<file path="config.mk">
export PLATFORM = sky130hd
export DESIGN_NAME = alien_formation_ctrl
export DESIGN_NICKNAME = d
export VERILOG_FILES = /design/src/rtl/alien_formation_ctrl.sv
export SDC_FILE = /design/constraint.sdc
export NUM_CORES = 1
export LEC_CHECK = 0
export CELL_PAD_IN_SITES_DETAIL_PLACEMENT = 1
export CELL_PAD_IN_SITES_GLOBAL_PLACEMENT = 1
export CORE_ASPECT_RATIO = 0.8
export CORE_MARGIN = 1
export CORE_UTILIZATION = 38
export DETAILED_ROUTE_END_ITERATION = 7
export GPL_ROUTABILITY_DRIVEN = 0
export PLACE_DENSITY = 0.85
export SLEW_MARGIN = 20
export SYNTH_ARGS = -nofsm -noshare
export SYNTH_HDL_FRONTEND = slang
export SYNTH_SLANG_ARGS = --single-unit
</file>
<file path="constraint.sdc">
create_clock -name clk_pix -period 3.5 [get_ports clk_pix]
set_input_delay 0.525 -clock clk_pix [delete_from_list [all_inputs] [get_ports clk_pix]]
set_output_delay 0.525 -clock clk_pix [all_outputs]
set_load 0.02 [all_outputs]
</file>
<file path="src/rtl/alien_formation_ctrl.sv">
// Formation origin controller for the alien march: lateral steps, edge drops, speed-up on kills.
// Optional wing-flap animation select is built when FORMATION_ANIM_EN is defined.
module alien_formation_ctrl #(
    parameter int unsigned START_X     = 135,
    parameter int unsigned START_Y     = 85,
    parameter int unsigned FORM_WIDTH  = 431,
    parameter int unsigned STEP_X      = 4,
    parameter int unsigned STEP_DOWN   = 8,
    parameter int unsigned LEFT_LIMIT  = 8,
    parameter int unsigned RIGHT_LIMIT = 632,
    parameter int unsigned BOTTOM_Y    = 360,
    parameter int unsigned INIT_PERIOD = 30,
    parameter int unsigned MIN_PERIOD  = 2
) (
    input  logic       clk_pix,
    input  logic       rst,
    input  logic [9:0] sx,
    input  logic [9:0] sy,
    input  logic       run,
    input  logic       alien_killed,
    output logic [9:0] form_x,
    output logic [8:0] form_y,
    output logic       anim_frame,
    output logic       step_pulse,
    output logic       landed
);

    typedef enum logic [2:0] {
        MARCH_R,
        MARCH_L,
        DROP_R,
        DROP_L,
        LANDED
    } state_t;

    localparam logic [9:0]  C_START_X     = 10'(START_X);
    localparam logic [8:0]  C_START_Y     = 9'(START_Y);
    localparam logic [10:0] C_FORM_WIDTH  = 11'(FORM_WIDTH);
    localparam logic [10:0] C_STEP_X      = 11'(STEP_X);
    localparam logic [9:0]  C_STEP_X10    = 10'(STEP_X);
    localparam logic [9:0]  C_STEP_DOWN   = 10'(STEP_DOWN);
    localparam logic [10:0] C_LEFT_LIMIT  = 11'(LEFT_LIMIT);
    localparam logic [10:0] C_RIGHT_LIMIT = 11'(RIGHT_LIMIT);
    localparam logic [9:0]  C_BOTTOM_Y    = 10'(BOTTOM_Y);
    localparam logic [5:0]  C_INIT_PERIOD = 6'(INIT_PERIOD);
    localparam logic [5:0]  C_MIN_PERIOD  = 6'(MIN_PERIOD);

    state_t      r_state;
    state_t      w_state_nxt;
    logic [9:0]  r_form_x;
    logic [9:0]  w_form_x_nxt;
    logic [8:0]  r_form_y;
    logic [8:0]  w_form_y_nxt;
    logic        r_landed;
    logic        w_landed_nxt;
    logic [5:0]  r_frame_cnt;
    logic [5:0]  r_period;
    logic        r_step_pulse;

    logic        w_frame_tick;
    logic        w_count_en;
    logic        w_cnt_done;
    logic        w_step_fire;
    logic        w_right_edge;
    logic        w_left_edge;
    logic [9:0]  w_drop_y;

    assign w_frame_tick = (sx == 10'd0) && (sy == 10'd480);
    assign w_count_en   = w_frame_tick && run && (r_state != LANDED);
    // >= rather than == so a period shortened below the running count still fires next tick
    assign w_cnt_done   = ({1'b0, r_frame_cnt} + 7'd1) >= {1'b0, r_period};
    assign w_step_fire  = w_count_en && w_cnt_done;

    assign w_right_edge = ({1'b0, r_form_x} + C_FORM_WIDTH + C_STEP_X) > C_RIGHT_LIMIT;
    assign w_left_edge  = {1'b0, r_form_x} < (C_LEFT_LIMIT + C_STEP_X);
    assign w_drop_y     = {1'b0, r_form_y} + C_STEP_DOWN;

    always_ff @(posedge clk_pix) begin
        if (rst) begin
            r_state      <= MARCH_R;
            r_form_x     <= C_START_X;
            r_form_y     <= C_START_Y;
            r_landed     <= 1'b0;
            r_frame_cnt  <= '0;
            r_period     <= C_INIT_PERIOD;
            r_step_pulse <= 1'b0;
        end else begin
            r_state      <= w_state_nxt;
            r_form_x     <= w_form_x_nxt;
            r_form_y     <= w_form_y_nxt;
            r_landed     <= w_landed_nxt;
            r_step_pulse <= w_step_fire;
            if (w_count_en) begin
                r_frame_cnt <= w_cnt_done ? '0 : r_frame_cnt + 6'd1;
            end
            // The registered period is what the tick compares against, so a kill on the tick applies next frame
            if (alien_killed && (r_period > C_MIN_PERIOD)) begin
                r_period <= r_period - 6'd1;
            end
        end
    end

    always_comb begin
        w_state_nxt  = r_state;
        w_form_x_nxt = r_form_x;
        w_form_y_nxt = r_form_y;
        w_landed_nxt = r_landed;
        if (w_step_fire) begin
            case (r_state)
                MARCH_R: begin
                    if (w_right_edge) w_state_nxt  = DROP_R;
                    else              w_form_x_nxt = r_form_x + C_STEP_X10;
                end
                MARCH_L: begin
                    if (w_left_edge) w_state_nxt  = DROP_L;
                    else             w_form_x_nxt = r_form_x - C_STEP_X10;
                end
                DROP_R, DROP_L: begin
                    w_form_y_nxt = w_drop_y[8:0];
                    if (w_drop_y >= C_BOTTOM_Y) begin
                        w_state_nxt  = LANDED;
                        w_landed_nxt = 1'b1;
                    end else begin
                        w_state_nxt = (r_state == DROP_R) ? MARCH_L : MARCH_R;
                    end
                end
                default: w_state_nxt = r_state;
            endcase
        end
    end

`ifdef FORMATION_ANIM_EN
    logic r_anim;

    always_ff @(posedge clk_pix) begin
        if (rst) begin
            r_anim <= 1'b0;
        end else if (w_step_fire) begin
            r_anim <= ~r_anim;
        end
    end

    assign anim_frame = r_anim;
`else
    assign anim_frame = 1'b0;
`endif

    assign form_x     = r_form_x;
    assign form_y     = r_form_y;
    assign step_pulse = r_step_pulse;
    assign landed     = r_landed;

endmodule
</file>
== After elaboration in Yosys (flattened, before gate mapping) ==
Cells that the tools add are included.

* Register bits after elaboration: 36
* Latch bits: 0
* RAM bits: 0
* Bits in read-only memories: 0
* Memories kept: 0

* $add $sub $neg: 8
* Multipliers: 0
* Div/mod/pow operators: 0
* Magnitude comparators: 5
* Equality and inequality tests: 9
* Shift-type cells: 0
* Mux-type cells: 9
* Bitwise operators: 0
* Reductions and logical operators: 14

{| class="wikitable"
|+ Operator list
! cell !! count
|-
| 2-to-1 mux 10 bit || 2
|-
| case mux 10 bit (2 select lines) || 1
|-
| adder 10 x 9 -> 11 bit, second input constant || 1
|-
| adder 11 x 3 -> 11 bit, second input constant || 1
|-
| > comparator 11 x 10 -> 1 bit, second input constant || 1
|-
| adder 10 x 3 -> 10 bit, second input constant || 1
|-
| adder 9 x 4 -> 10 bit, second input constant || 1
|-
| == test 10 x 9 -> 1 bit, second input constant || 1
|-
| >= comparator 10 x 9 -> 1 bit, second input constant || 1
|-
| zero test 10 bit || 1
|-
| < comparator 10 x 4 -> 1 bit, second input constant || 1
|-
| subtractor 10 x 3 -> 10 bit, second input constant || 1
|-
| 2-to-1 mux 3 bit || 3
|-
| case mux 3 bit (3 select lines) || 1
|-
| != test 2 bit, second input constant || 4
|-
| AND reduction 4 bit || 2
|-
| adder 6 x 1 -> 7 bit, second input constant || 1
|-
| >= comparator 7 x 6 -> 1 bit || 1
|-
| adder 6 x 1 -> 6 bit, second input constant || 1
|-
| == test 3 x 2 -> 1 bit, second input constant || 2
|-
| > comparator 6 x 2 -> 1 bit, second input constant || 1
|-
| 2-to-1 mux 6 bit || 1
|-
| subtractor 6 x 1 -> 6 bit, second input constant || 1
|-
| logical AND 1 bit || 5
|-
| 9 further kinds || 9
|}

== Longest topological paths before layout ==
* Word-level depth: 6
* Mapped depth: 12
* Mapped depth without buffers: 12

== Worst setup path before layout ==
OpenSTA, ideal clock, no wires.

* Path kind: register -> register
* Start point: register r_state[1]
* End point: register r_form_x[9], in the netlist form_x[9]
* Library setup time: 0.070 ns
* Arrival: 2.376 ns
* Data required time: 3.430 ns
* Setup slack: 1.053 ns
* Cell stages (with the launch flop): 12
* Buffers on the path: 0
* Clock period less this slack: 2.447 ns
* Cell sequence: dfxtp_1 > inv_1 > nand2_1 > nor2_1 > ha_1 > a21oi_1 > o211ai_1 > nor4_1 > nor3_1 > xnor2_1 > or4_1 > a21oi_1

* Cells in the longest elaborated chain, start to end: 4
* Elaborated cells on any way between the ends: 10
* Classes of those cells: eq/ne (4); mux (1); reduce/logical (5)

{| class="wikitable"
|+ RTL lines
! element !! RTL line !! source
|-
| start, declared || 48 || <nowiki>state_t r_state;</nowiki>
|-
| start signal, assigned || 88 || <nowiki>r_state <= w_state_nxt;</nowiki>
|-
| != test 3 bit || 69 || <nowiki>assign w_count_en = w_frame_tick && run && (r_state != LANDED);</nowiki>
|-
| logical AND 1 bit || 69 ||
|-
| logical AND 1 bit || 72 || <nowiki>assign w_step_fire = w_count_en && w_cnt_done;</nowiki>
|-
| AND reduction 4 bit (no source line) || n/a ||
|-
| end signal, assigned || 89 || <nowiki>r_form_x <= w_form_x_nxt;</nowiki>
|-
| end, declared || 50 || <nowiki>logic [9:0] r_form_x;</nowiki>
|}

Parallel ways exist; a longest one is shown, timed or not.
A chain may end at the register's enable or synchronous reset.

== Worst setup path after layout ==
* Start point: register r_frame_cnt[2]
* End point: register r_form_x[9], in the netlist form_x[9]

* Cells in the longest elaborated chain, start to end: 4

{| class="wikitable"
|+ RTL lines
! element !! RTL line !! source
|-
| start, declared || 56 || <nowiki>logic [5:0] r_frame_cnt;</nowiki>
|-
| start signal, assigned || 94 || <nowiki>r_frame_cnt <= w_cnt_done ? '0 : r_frame_cnt + 6'd1;</nowiki>
|-
| adder 6 x 1 -> 7 bit || 71 || <nowiki>assign w_cnt_done = ({1'b0, r_frame_cnt} + 7'd1) >= {1'b0, r_period};</nowiki>
|-
| >= comparator 7 x 6 -> 1 bit || 71 ||
|-
| logical AND 1 bit || 72 ||
|-
| AND reduction 4 bit (no source line) || n/a ||
|}

No other way between the ends.

==> summary.md <==
For this design, the CTS-stage hold fixing added 0 buffers. The run gives 0.2144 as the total routing resource utilization after global routing. The cell sitting at the root of the clock tree is a clkbuf_8. TritonCTS built the clock tree. The tools report the core area as 5615 um2. met2 is the most crowded layer. The number of enable flip-flop cells after synthesis was 0; the die extent in x was 88.43 um. Before antenna repair, the detailed router went through 4 iterations. Total area of sequential cells: 620.6 um2. The fraction of registers with async set or reset after synthesis works out to 0. The netlist uses 60 different library cells. The run gives 0 as the initial antenna violation count.

Maximum net fanout on the critical path: 8. The layout cell share with drive strength beyond 1 is 0.07477. The tools report the relative max-transition margin as 0.5557. For this run, the post-layout net count is 362. The floorplan step defined a die boundary enclosing 6291 um2. The primary flip-flop cell chosen by synthesis mapping was dfxtp_1.

Power spread over the standard cell area amounts to 283.7 nW/um2. The logs give 0 for the number of nets with antenna violations after detailed routing and 4540 um for the sum of net half-perimeters after detailed placement. Setup repair after global routing left no endpoint under its margin. The logs give 2 for the worst-case clock buffer depth and 0.0001724 V for the maximum resistive drop on vdd. The portion of the clock cycle consumed by the worst path in the final layout is 0.7965. The tightest hold path in the finished design has a slack of 0.4772 ns. Via total after detailed routing: 2,227. The synthesized flop and latch total was 31.

The count of final max-slew check failures was 0; the maximum clock rate was 358.7 MHz. Clock latency on the worst-skew pair, taken at its later pin, is 0.29 ns. Share of the synthesized area in the top cell type: 0.2733. The repair_antennas step left the layout with diodes totalling 0. The first global-routing pass estimated 10,520 um of wire. The run finished with clean final reports. The number of setup buffers added after CTS is 0.

Between clock sinks in the finished design, the worst skew comes to 0.004520 ns. Max-cap violations in this run came to 0. Met1 capacity usage during global routing: 0.2707. In this run the count of I/O pins placed on the die edge is 46. Compared with the post-synthesis result, the final layout area differs by 24.08%. The Yosys step of the flow raised 0 warnings. The biggest area contributor in the post-synthesis netlist is dfxtp_1. After routing the design area is 2818 um2. Row generation in the floorplan step produced 24 rows.

Area of combinational cells with multiple inputs: 1501 um2. The logs give 2,267 for the number of global-route vias before repair and 113 for the initial DRC count. Total clock sinks: 31.

The synthesized area per cell works out to 7.996 um2. OpenSTA, run right after detailed placement, puts the worst setup slack at 0.5172 ns. In the routed design, unresolved DRC markers number 0.

The sequential fraction of the synthesis area was 0.2733; the number of gates resized after cts was 0. The type of origin of the critical path is a register. The final standard cell utilization of the core was 0.5018; the port buffer count was 39.

Summing all placed instances gives a cell area of 2700 um2. Measured along the y axis, the die boundary spans 71.15 um. The min-delay analysis places its worst path in the category register to register. The run gives 0 as the number of hold violations in the final report.

Entering global routing, the biggest net connects 36 pins. The cell count after synthesis came out at 284. The cell area that synthesis handed to floorplanning was 2271 um2. Adding up every negative setup slack in the final design gives 0 ns. Summed over all layers, the global routing overflow is 0.

The tools report the met2 layer usage reported by global route as 0.3658. For the pin with the worst max-slew slack, the measured transition is 0.6607 ns. The number of buffers inserted during clock tree synthesis is 5, and the via-per-instance ratio is 5.581. Clock-pin slew was measured on the worst setup and hold paths at 0.07 ns. Data on the critical path is required at its endpoint by 3.73 ns. The clock period minus final worst setup slack came out at 2.788 ns. After detailed routing, the average wire length per cell comes to 15.40 um.

The tools report the global-route track usage on met3 as 0.04434. Start-to-end type of the worst setup path: register to register. After detailed routing, the total wire length is 6145 um. Yosys attributes the largest share of cell area to dfxtp_1 27%, ha_1 9.4%, a21oi_1 4.4%, xnor2_1 4.2%, nor2_1 3.5%. Setup violations remaining at the end of the flow were counted as 0.

The run gives 1.049 nW as the cell leakage power. The worst setup path is captured at a register. Setup slack on the critical path of the routed design comes to 0.7124 ns. In this run the number of H-tree levels came out at 2. The starting density of the core is 0.4044. The filler cells instantiated in the layout total 687.

STA puts the critical path data arrival time at 3.02 ns.
[through the flow]
stage	std cells	power, mW
global placement	391	0.4264
floorplan	288	0.4005
CTS	399	0.8079
finish	399	0.7993
global route	399	0.8283
detailed placement	391	0.4291
[registers in the layout, indices dropped and copies added, names as in the netlist]
name	cells
r_state	3
r_frame_cnt	6
landed	1
form_y	6
r_period	6
step_pulse	1
form_x	8
[cell families after synthesis]
| kind of cell | count (synthesis) | synth area share |
|---|---|---|
| multiplexers | 3 | 0.01377 |
| buffers and inverters | 35 | 0.07217 |
| other | 2 | 0.003307 |
| XOR/XNOR | 16 | 0.06171 |
| flip-flops | 31 | 0.2733 |
| AO/OA/AOI/OAI | 71 | 0.2127 |
| AND/OR/NAND/NOR | 108 | 0.2606 |
| adder cells (fa/ha/maj) | 18 | 0.1025 |
[worst max-delay path: stages, from the launching register on]
cell and delay, ns:
dfxtp_1 0.43, nand3_1 0.21, nor2_1 0.28, xor2_1 0.12, ha_1 0.35, a21oi_1 0.09, o21ai_0 0.12, a31o_2 0.25
nand2_1 0.19, or4_1 0.54, a21oi_1 0.14
[metal layers]
metal  routed length, um  share of wire
met5                   0              0
met4                  56         0.0091
met3                 372          0.061
met2                2923           0.48
met1                2792           0.45
[layout by cell type (no fill, tap or decap), types with 3 or more instances in the layout]
cell type        instances
nor3_1                  10
nor4_1                   8
nor4b_1                  3
o21ai_0                 13
a211o_1                  6
nor2_1                  21
xor2_1                   5
nand3b_1                 3
nand2_1                 17
ha_1                    17
inv_1                   18
dfxtp_1                 31
nand3_1                 11
xnor2_1                 11
a21oi_1                 20
o31ai_1                  5
nand4_1                  4
conb_1                   6
nor2b_1                  6
nand2b_1                 7
clkbuf_8                 6
or3_1                    6
buf_4                    3
clkdlybuf4s50_1         39
[synthesized netlist by cell type, types with 2 or more instances]
master,instances
buf_4,6
o21ai_0,13
nand4b_1,2
nor2_1,21
ha_1,17
dfxtp_1,31
o41ai_1,2
nand3b_1,3
nor3_1,10
mux2i_1,2
nand3_1,11
clkbuf_2,2
a211o_1,6
or3_1,6
a31o_2,2
xnor2_1,11
nand2b_1,7
xor2_1,5
nand4_1,4
o21a_1,2
nor4_1,8
a21oi_1,20
a31oi_1,2
or4_1,2
o31ai_1,5
nor4b_1,3
conb_1,2
nor2b_1,6
inv_1,18
a21o_1,2
o21ai_2,2
clkbuf_1,5
nand2_1,17
buf_2,3
[area by class of cell]
type | count | area share
Clock buffer | 6 | 0.02931
Multi-Input combinational cell | 222 | 0.5329
Sequential cell | 31 | 0.2202
Tap cell | 78 | 0.03464
Inverter | 18 | 0.02398
Clock inverter | 2 | 0.01243
Timing Repair Buffer | 42 | 0.1465
[power breakdown]
group          switching, mW  internal, mW  leakage, nW
clock                  0.148         0.230       0.0612
combinational         0.0263        0.0339        0.737
sequential           0.00427         0.356        0.251
[path summary, 6_finish.rpt]
kind	cells past startpoint	from	to	slack (ns)
worst min register to register	2	landed	landed	0.48
worst min-delay path	2	landed	landed	0.48
worst max-delay path	10	r_frame_cnt[2]	form_x[9]	0.71
worst max register to register	10	r_frame_cnt[2]	form_x[9]	0.71
(Power assumes the default switching activity.)
